**src/rtl/toy_bus_pkg.sv**
```systemverilog
// Shared toy-bus widths, DTCM node port ids and the response (ack) beat layout.
// The packed ack struct is the word stored in the splitter's per-port FIFOs.
package toy_bus_pkg;

    localparam int DATA_W = 256;
    localparam int ID_W   = 4;
    localparam int SB_W   = 32;

    localparam logic [ID_W-1:0] DTCM_PORT0_ID = 4'd0;
    localparam logic [ID_W-1:0] DTCM_PORT1_ID = 4'd1;

    // Field order, MSB first: {sideband, tgt_id, src_id, opcode, data}.
    typedef struct packed {
        logic [SB_W-1:0]   sideband;
        logic [ID_W-1:0]   tgt_id;
        logic [ID_W-1:0]   src_id;
        logic              opcode;
        logic [DATA_W-1:0] data;
    } toy_bus_ack_t;

    localparam int ACK_W = $bits(toy_bus_ack_t);

endpackage

```
**src/rtl/toy_bus_cmn_sync_fifo.sv**
```systemverilog
// Single-clock FIFO with registered occupancy count; head is the oldest entry.
// Pushes while full and pops while empty are ignored.
module toy_bus_cmn_sync_fifo #(
    parameter int WIDTH = 8,
    parameter int DEPTH = 2
) (
    input  logic             clk,
    input  logic             rst_n,
    input  logic             push_i,
    input  logic [WIDTH-1:0] push_data_i,
    input  logic             pop_i,
    output logic             full_o,
    output logic             empty_o,
    output logic [WIDTH-1:0] head_o
);

    localparam int PTR_W = (DEPTH > 1) ? $clog2(DEPTH) : 1;
    localparam int CNT_W = $clog2(DEPTH) + 1;

    logic [WIDTH-1:0] mem_q [DEPTH];
    logic [PTR_W-1:0] wr_ptr_q, wr_ptr_d;
    logic [PTR_W-1:0] rd_ptr_q, rd_ptr_d;
    logic [CNT_W-1:0] cnt_q, cnt_d;
    logic             do_push;
    logic             do_pop;

    assign full_o  = (cnt_q == CNT_W'(DEPTH));
    assign empty_o = (cnt_q == '0);
    assign head_o  = mem_q[rd_ptr_q];

    assign do_push = push_i & ~full_o;
    assign do_pop  = pop_i & ~empty_o;

    // DEPTH is a power of two, so pointer wrap is plain binary overflow.
    always_comb begin
        wr_ptr_d = wr_ptr_q;
        rd_ptr_d = rd_ptr_q;
        cnt_d    = cnt_q;
        if (do_push) wr_ptr_d = wr_ptr_q + PTR_W'(1);
        if (do_pop)  rd_ptr_d = rd_ptr_q + PTR_W'(1);
        if (do_push && !do_pop)      cnt_d = cnt_q + CNT_W'(1);
        else if (!do_push && do_pop) cnt_d = cnt_q - CNT_W'(1);
    end

    always_ff @(posedge clk or negedge rst_n) begin
        if (!rst_n) begin
            wr_ptr_q <= '0;
            rd_ptr_q <= '0;
            cnt_q    <= '0;
        end else begin
            wr_ptr_q <= wr_ptr_d;
            rd_ptr_q <= rd_ptr_d;
            cnt_q    <= cnt_d;
        end
    end

    always_ff @(posedge clk) begin
        if (do_push) mem_q[wr_ptr_q] <= push_data_i;
    end

endmodule

```
**src/rtl/toy_bus_dsplit_node_ack_dtcm.sv**
```systemverilog
// DTCM response splitter: routes each response beat to initiator port 0 or 1 by tgt_id,
// buffering per port; beats addressed to neither port are dropped and reported.
module toy_bus_dsplit_node_ack_dtcm #(
    parameter int              DATA_W     = toy_bus_pkg::DATA_W,
    parameter int              ID_W       = toy_bus_pkg::ID_W,
    parameter int              SB_W       = toy_bus_pkg::SB_W,
    parameter logic [ID_W-1:0] PORT0_ID   = toy_bus_pkg::DTCM_PORT0_ID,
    parameter logic [ID_W-1:0] PORT1_ID   = toy_bus_pkg::DTCM_PORT1_ID,
    parameter int              FIFO_DEPTH = 2
) (
    input  logic              clk,
    input  logic              rst_n,
    // Handshake on every port: a beat moves on a cycle where vld && rdy; vld holds with
    // stable fields until taken. in_rdy depends on in_tgt_id but never on in_vld.
    input  logic              in_vld,
    output logic              in_rdy,
    input  logic [DATA_W-1:0] in_data,
    input  logic              in_opcode,
    input  logic [ID_W-1:0]   in_src_id,
    input  logic [ID_W-1:0]   in_tgt_id,
    input  logic [SB_W-1:0]   in_sideband,
    output logic              out0_vld,
    input  logic              out0_rdy,
    output logic [DATA_W-1:0] out0_data,
    output logic              out0_opcode,
    output logic [ID_W-1:0]   out0_src_id,
    output logic [ID_W-1:0]   out0_tgt_id,
    output logic [SB_W-1:0]   out0_sideband,
    output logic              out1_vld,
    input  logic              out1_rdy,
    output logic [DATA_W-1:0] out1_data,
    output logic              out1_opcode,
    output logic [ID_W-1:0]   out1_src_id,
    output logic [ID_W-1:0]   out1_tgt_id,
    output logic [SB_W-1:0]   out1_sideband,
    output logic              err_vld,
    output logic [ID_W-1:0]   err_id,
    output logic [7:0]        err_cnt
);

    localparam int WORD_W = SB_W + 2 * ID_W + 1 + DATA_W;

    logic              hit0, hit1, miss;
    logic              full0, full1, empty0, empty1;
    logic              fire;
    logic [WORD_W-1:0] in_word, head0, head1;
    logic              err_vld_q, err_vld_d;
    logic [ID_W-1:0]   err_id_q, err_id_d;
    logic [7:0]        err_cnt_q, err_cnt_d;

    assign hit0 = (in_tgt_id == PORT0_ID);
    assign hit1 = (in_tgt_id == PORT1_ID);
    assign miss = ~hit0 & ~hit1;

    // Full flags come from the registered count: a full FIFO refuses a push even when it pops.
    assign in_rdy  = (hit0 & ~full0) | (hit1 & ~full1) | miss;
    assign fire    = in_vld & in_rdy;
    assign in_word = {in_sideband, in_tgt_id, in_src_id, in_opcode, in_data};

    toy_bus_cmn_sync_fifo #(.WIDTH(WORD_W), .DEPTH(FIFO_DEPTH)) u_fifo0 (
        .clk         (clk),
        .rst_n       (rst_n),
        .push_i      (fire & hit0),
        .push_data_i (in_word),
        .pop_i       (out0_vld & out0_rdy),
        .full_o      (full0),
        .empty_o     (empty0),
        .head_o      (head0)
    );

    toy_bus_cmn_sync_fifo #(.WIDTH(WORD_W), .DEPTH(FIFO_DEPTH)) u_fifo1 (
        .clk         (clk),
        .rst_n       (rst_n),
        .push_i      (fire & hit1),
        .push_data_i (in_word),
        .pop_i       (out1_vld & out1_rdy),
        .full_o      (full1),
        .empty_o     (empty1),
        .head_o      (head1)
    );

    assign out0_vld = ~empty0;
    assign out1_vld = ~empty1;
    assign {out0_sideband, out0_tgt_id, out0_src_id, out0_opcode, out0_data} = head0;
    assign {out1_sideband, out1_tgt_id, out1_src_id, out1_opcode, out1_data} = head1;

    always_comb begin
        err_vld_d = fire & miss;
        err_id_d  = err_id_q;
        err_cnt_d = err_cnt_q;
        if (fire && miss) begin
            err_id_d = in_tgt_id;
            if (err_cnt_q != 8'hFF) err_cnt_d = err_cnt_q + 8'd1;
        end
    end

    always_ff @(posedge clk or negedge rst_n) begin
        if (!rst_n) begin
            err_vld_q <= 1'b0;
            err_id_q  <= '0;
            err_cnt_q <= 8'd0;
        end else begin
            err_vld_q <= err_vld_d;
            err_id_q  <= err_id_d;
            err_cnt_q <= err_cnt_d;
        end
    end

    assign err_vld = err_vld_q;
    assign err_id  = err_id_q;
    assign err_cnt = err_cnt_q;

endmodule
```
**config.mk**
```make
export PLATFORM = sky130hd
export DESIGN_NAME = toy_bus_dsplit_node_ack_dtcm
export DESIGN_NICKNAME = d
export VERILOG_FILES = /design/src/rtl/toy_bus_pkg.sv /design/src/rtl/toy_bus_cmn_sync_fifo.sv /design/src/rtl/toy_bus_dsplit_node_ack_dtcm.sv
export SDC_FILE = /design/constraint.sdc
export NUM_CORES = 1
export LEC_CHECK = 0
export ABC_AREA = 1
export CORE_AREA = 2 2 353 355
export CTS_CLUSTER_DIAMETER = 150
export DETAILED_ROUTE_END_ITERATION = 8
export DIE_AREA = 0 0 355 357
export GPL_TIMING_DRIVEN = 0
export PLACE_DENSITY = 0.66
export SLEW_MARGIN = 20
export SYNTH_ARGS = -nofsm -noshare
export SYNTH_HDL_FRONTEND = slang
export SYNTH_SLANG_ARGS = --single-unit
```
**constraint.sdc**
```tcl
create_clock -name clk -period 40 [get_ports clk]
set_clock_uncertainty 0.15 [all_clocks]
set_input_delay 12 -clock clk [delete_from_list [all_inputs] [get_ports clk]]
set_output_delay 12 -clock clk [all_outputs]
set_load 0.03 [all_outputs]
```
# Word-level counts from Yosys, hierarchy flattened
# Memories as Yosys holds them, arrays and structs flattened.
# Cells that the tools add are included.
# classes
n_mux	8
reduce_logical	15
eq_ne	4
addsub	9
bitwise_logic	21
# ops
op	n
$and A1 B1 Y1	13
$add A8 B1 Y8 const B	1
$mux W2	4
$ne A8 B8 Y1 const B	1
$not A1 Y1	6
$logic_and A1 B1 Y1	5
$add A1 B1 Y1 const B	4
$add A2 B1 Y2 const B	2
$eq A2 B2 Y1 const B	2
$eq A4 B1 Y1 const B	1
$logic_not A1 Y1	4
$logic_not A2 Y1	2
$logic_not A4 Y1	1
$mux W1	4
$reduce_bool A2 Y1	2
$sub A2 B1 Y2 const B	2
$or A1 B1 Y1	2
$reduce_and A2 Y1	1
# totals
inputBits	302
elab_cells	68
ramBits	1188
mem_count	2
regBits	21
# mem_list
memory	words	width	rd	rd_ports_with_merged_regs	wr	line_no	rtl
u_fifo0.mem_q	2	297	1	0	1	toy_bus_cmn_sync_fifo.sv:20	logic [WIDTH-1:0] mem_q [DEPTH];
u_fifo1.mem_q	2	297	1	0	1	toy_bus_cmn_sync_fifo.sv:20	

# Longest topological paths before layout
# depth
word_depth	12
depth_mapped	10
depth_no_buf	10

# By module
# From an unflattened synthesis, not the netlist that was laid out.
# hier_totals
cells_unflattened	3269
hier_area_um2	44217.4
# modules_own_cells
module	cells_per_inst	seq_area_each_um2	instances	area_per_inst_um2
toy_bus_cmn_sync_fifo	1582	17937.2	2	21730.8
toy_bus_dsplit_node_ack_dtcm	105	325.3	1	755.7

# Worst setup path before layout
# OpenSTA, ideal clock, no wires.
# synth_timing
path_kind	input to register
startpoint	input in_tgt_id[0]
endpoint	memory u_fifo0.mem_q[1][0] (netlist name) (enable)
t_required_ns	38.531
stages	3
setup_slack_ns	6.151
t_arrival_ns	32.379
path_buffers	0
path_cell_list	inv_1 o21ai_0 nor3_1
# synth_via
elab_chain_len	9
elab_cells_between_ends	14
classes_between	eq/ne: 1; mux: 2; bitwise: 10; reduce/logical: 1
# synth_rtl
item	line_no	rtl
from (decl)	toy_bus_dsplit_node_ack_dtcm.sv:20	input logic [ID_W-1:0] in_tgt_id,
$eq A4 B1 Y1 / $logic_not A4 Y1 (equally long branches)	toy_bus_dsplit_node_ack_dtcm.sv:52, toy_bus_dsplit_node_ack_dtcm.sv:51	
$and A1 B1 Y1 / $not A1 Y1 (equally long branches)	toy_bus_dsplit_node_ack_dtcm.sv:56, toy_bus_dsplit_node_ack_dtcm.sv:53	
$or A1 B1 Y1 / $and A1 B1 Y1 (equally long branches)	toy_bus_dsplit_node_ack_dtcm.sv:56, toy_bus_dsplit_node_ack_dtcm.sv:53	
$or A1 B1 Y1	toy_bus_dsplit_node_ack_dtcm.sv:56	assign in_rdy = (hit0 & ~full0) | (hit1 & ~full1) | miss;
$and A1 B1 Y1	toy_bus_dsplit_node_ack_dtcm.sv:57	assign fire = in_vld & in_rdy;
$and A1 B1 Y1 (*)	toy_bus_dsplit_node_ack_dtcm.sv:63	.push_i (fire & hit0),
$and A1 B1 Y1 (*)	toy_bus_cmn_sync_fifo.sv:31	assign do_push = push_i & ~full_o;
$mux W1 (*)	toy_bus_cmn_sync_fifo.sv:58	if (do_push) mem_q[wr_ptr_q] <= push_data_i;
$mux W1 (implied by the code) (*)	toy_bus_cmn_sync_fifo.sv:58	
to (decl)	toy_bus_cmn_sync_fifo.sv:20	
# Mark *: on every way between the ends. The rest lies on a longest branch, timed or not.

# Worst setup path after layout
# layout_timing
startpoint	input in_tgt_id[0]
endpoint	output in_rdy
# layout_via
elab_chain_len	4
elab_cells_between_ends	9
classes_between	eq/ne: 1; bitwise: 7; reduce/logical: 1
# layout_rtl
item	line_no	rtl
$eq A4 B1 Y1 / $logic_not A4 Y1 (equally long branches)	toy_bus_dsplit_node_ack_dtcm.sv:52, toy_bus_dsplit_node_ack_dtcm.sv:51	
$and A1 B1 Y1 / $not A1 Y1 (equally long branches)	toy_bus_dsplit_node_ack_dtcm.sv:56, toy_bus_dsplit_node_ack_dtcm.sv:53	
$or A1 B1 Y1 / $and A1 B1 Y1 (equally long branches)	toy_bus_dsplit_node_ack_dtcm.sv:56, toy_bus_dsplit_node_ack_dtcm.sv:53	
$or A1 B1 Y1 (*)	toy_bus_dsplit_node_ack_dtcm.sv:56	
to (decl)	toy_bus_dsplit_node_ack_dtcm.sv:16	output logic in_rdy,
# Marks and branches as above.

==> metrics.md <==
| Metric | Value |
|---|---|
| CP startpoint kind | input pin |
| CTS H-Tree Depth | 3 |
| Root Driver | clkbuf_16 |
| # IOs | 912 |
| Mean area per synthesized cell | 13.6 um^2 |
| Die ar. | 127000 um^2 |
| Hold Violations, Final | 0 |
| Inst Count DP | 5885 |
| Routed length on met2 | 65.5 mm |
| Largest family of logic cells by synthesized area | simple AND/OR/NAND/NOR gates |
| Chip height | 357 um |
| Worst Path Arrival | 13.92 ns |
| Proportion of synthesized area in mux cells | 0% |
| GPL Wtd Cong | 0.839 |
| VDD IR max | 0.0000482 V |
| Final ANT Viol Nets | 0 |
| Synth top area share | 80.5% |
| Post-CTS Resized | 0 |
| Area of the core | 123000 um^2 |
| PD cells | 71.4 nW/um^2 |
| Row count | 129 |
| Largest fanout on the critical path | 6 |
| Layout cell share with drive strength beyond 1 | 9.17% |
| Crit. End Element | primary output |
| Post-DP HPWL | 95.2 mm |
| Max-slew violation count | 0 |
| Synth area leaders | edfxtp_1, nand2_1, dfrtp_1 |
| Place WS | 13.97 ns |
| DRC Markers | 0 |
| Routed wl met3 | 11.4 mm |
| Final Instance Count excl. Fillers | 6121 |
| CTS Sinks | 1209 |
| Post-synthesis simple-gate area fraction | 16.0% |
| Post-synth top area cell | edfxtp_1 |
| Leakage | 23.1 nW |
| Synth Area in XOR/XNOR | 0.138% |
| DRT Pass-1 Iters | 5 |
| Deepest clock path buffer count | 3 |
| Max Fclk | 0.0384 GHz |
| CTS tree | yes |
| Via density | 4.65 |
| Worst-path clk slew | 0.06 ns |
| Hold slack | 0.333 ns |
| Cells after synthesis | 3247 |
| Slew @ Worst Pin | 0.716 ns |
| Number of synthesized register bits | 1209 |
| Skew-Pair Late Insertion Delay | 0.74 ns |
| Buffers added on ports | 911 |
| Status | finished, final reports clean |
| Post-Syn Nets | 3552 |
| Metal-1 WL | 50.2 mm |
| Initial core utilization | 36.0% |
| Yosys warnings | 0 |
| Final Cycle Share | 65.2% |
| Setup Crit Path Kind | input pin to primary output |
| Global route overflow | 0 |
| Required time worst endpoint | 27.85 ns |
| Vias in the first global route | 27.7k |
| Synth unique cells | 23 |
| Total CTS buffers | 121 |
| Setup ws final | 13.93 ns |
| First-pass GRT wire length | 187 mm |
| Initial antenna violation count | 19 |
| Post-synthesis sequential area ratio | 81.7% |
| Max cap viols | 0 |
| Routed WL | 133 mm |
| Initial drt markers | 2148 |
| Pin count of the biggest net entering global routing | 86 |
| WL/cell | 21.7 um |
| Unrepaired setup endpoints after global routing | no |
| Synth Area in Compound Gates | 0.0678% |
| Setup Fix Bufs, Post-CTS | 0 |
| Layout Area Growth over Synthesis | 36.0% |
| Mapped Area | 44300 um^2 |
| Final setup violating endpoints | 0 |
| Hold Crit Class | flop to flop |
| Rel. slew slack | 52.1% |
| Max Used Layer | met5 |
| Final critical-path required period | 26.07 ns |
| Vias | 28.4k |
| Die W | 355 um |
| # nets final | 4676 |
| Setup Total Neg Slack | 0 ns |
| Post-CTS Hold Fix Bufs | 0 |
| GRT Util Overall | 20.3% |
| Adder-cell area share of the yosys netlist | 0.0847% |
==> cells in the final DEF, fill, tap and decap left out, types with 6 or more instances in the layout <==
master,instances
buf_6,22
diode_2,11
buf_4,127
dfrtp_1,21
buf_2,64
edfxtp_1,1188
nand2_1,1841
clkinv_1,28
inv_1,15
clkbuf_8,8
nor2_1,12
clkinv_2,21
buf_16,6
o21ai_0,6
clkbuf_1,26
clkbuf_16,123
clkdlybuf4s50_1,910
bufinv_16,7
==> flip-flops by register name, indices dropped and copies added, names as in the netlist <==
register,count
err_id,4
u_fifo1.wr_ptr_q,1
err_cnt,8
u_fifo0.mem_q,594
u_fifo1.cnt_q,2
u_fifo0.cnt_q,2
u_fifo1.rd_ptr_q,1
u_fifo1.mem_q,594
u_fifo0.rd_ptr_q,1
u_fifo0.wr_ptr_q,1
err_vld,1
==> area by class of cell <==
| type | count | area [um^2] |
|---|---|---|
| inverters | 21 | 100 |
| plain buffers | 130 | 818 |
| diodes | 11 | 27.5 |
| flip-flops and latches | 1209 | 36200 |
| multi-input cells | 1887 | 7220 |
| repair buffers | 1001 | 9980 |
| clock inverters | 70 | 572 |
| well taps | 1637 | 2050 |
| fillers | 10504 | 62700 |
| clock buffers | 155 | 3280 |
==> kinds of logic (layout without fill, tap and decap cells) <==
kind of cell,after synthesis,count (layout)
other,0,11
DFF,1209,1209
adders and majority gates,3,3
xor gates and xnor gates,7,7
buffers and inverters,151,1377
and+or+nand+nor,1871,1871
AOI/OAI and AO/OA,6,6
==> per-layer routing <==
metal,GRT usage [%],up-vias
met5,0,-
met4,9.29,8
met3,5.74,251
met2,34.3,1146
met1,24.1,13793
li1,-,13251
==> power by group <==
part	switching [mW]	internal, mW
Sequential	0.00995	1.42
Combinational	1.18	0.591
Clock	0.476	0.622
Total	1.67	2.63
==> worst paths after layout <==
check / end / from / depth (start not counted) / slack, ns
min reg2reg: err_id[3] / err_id[3] / 2 / 0.33
max reg2reg: u_fifo1.mem_q[1][82] / u_fifo1.cnt_q[1] / 13 / 36.25
max: in_rdy / in_tgt_id[0] / 4 / 13.93
min: err_id[3] / err_id[3] / 2 / 0.33
max in group asynchronous: u_fifo0.rd_ptr_q / rst_n / 1 / 28.13
min in group asynchronous: err_id[2] / rst_n / 1 / 11.13
==> critical path: stages <==
cell and delay [ns]:
clkdlybuf4s50_1 0.69, o21ai_0 0.31, nand3_1 0.16, clkdlybuf4s50_1 0.75
==> stage by stage <==
step	instance area [um^2]	total power [mW]	utilization (%)
after floorplan	44300	2.40	-
after global placement	55500	3.25	45.1
after detailed placement	56400	3.24	45.8
after CTS	60200	4.34	49.0
after global routing	60200	4.47	49.0
final	60200	4.30	49.0
==> cells in the mapped netlist <==
cell type / n
buf_6: 2
nor2_4: 1
inv_4: 2
clkinv_2: 1
buf_2: 63
nor3_1: 2
inv_2: 1
nand3_1: 5
nand2_4: 3
nand2_2: 4
xnor2_1: 2
inv_1: 17
buf_4: 63
xor2_1: 5
o21ai_0: 6
nand3b_1: 1
ha_1: 3
edfxtp_1: 1188
nor2_1: 12
nand2_1: 1841
dfrtp_1: 21
nor2_2: 2
clkbuf_1: 2
Power figures use the tool's default switching activity.
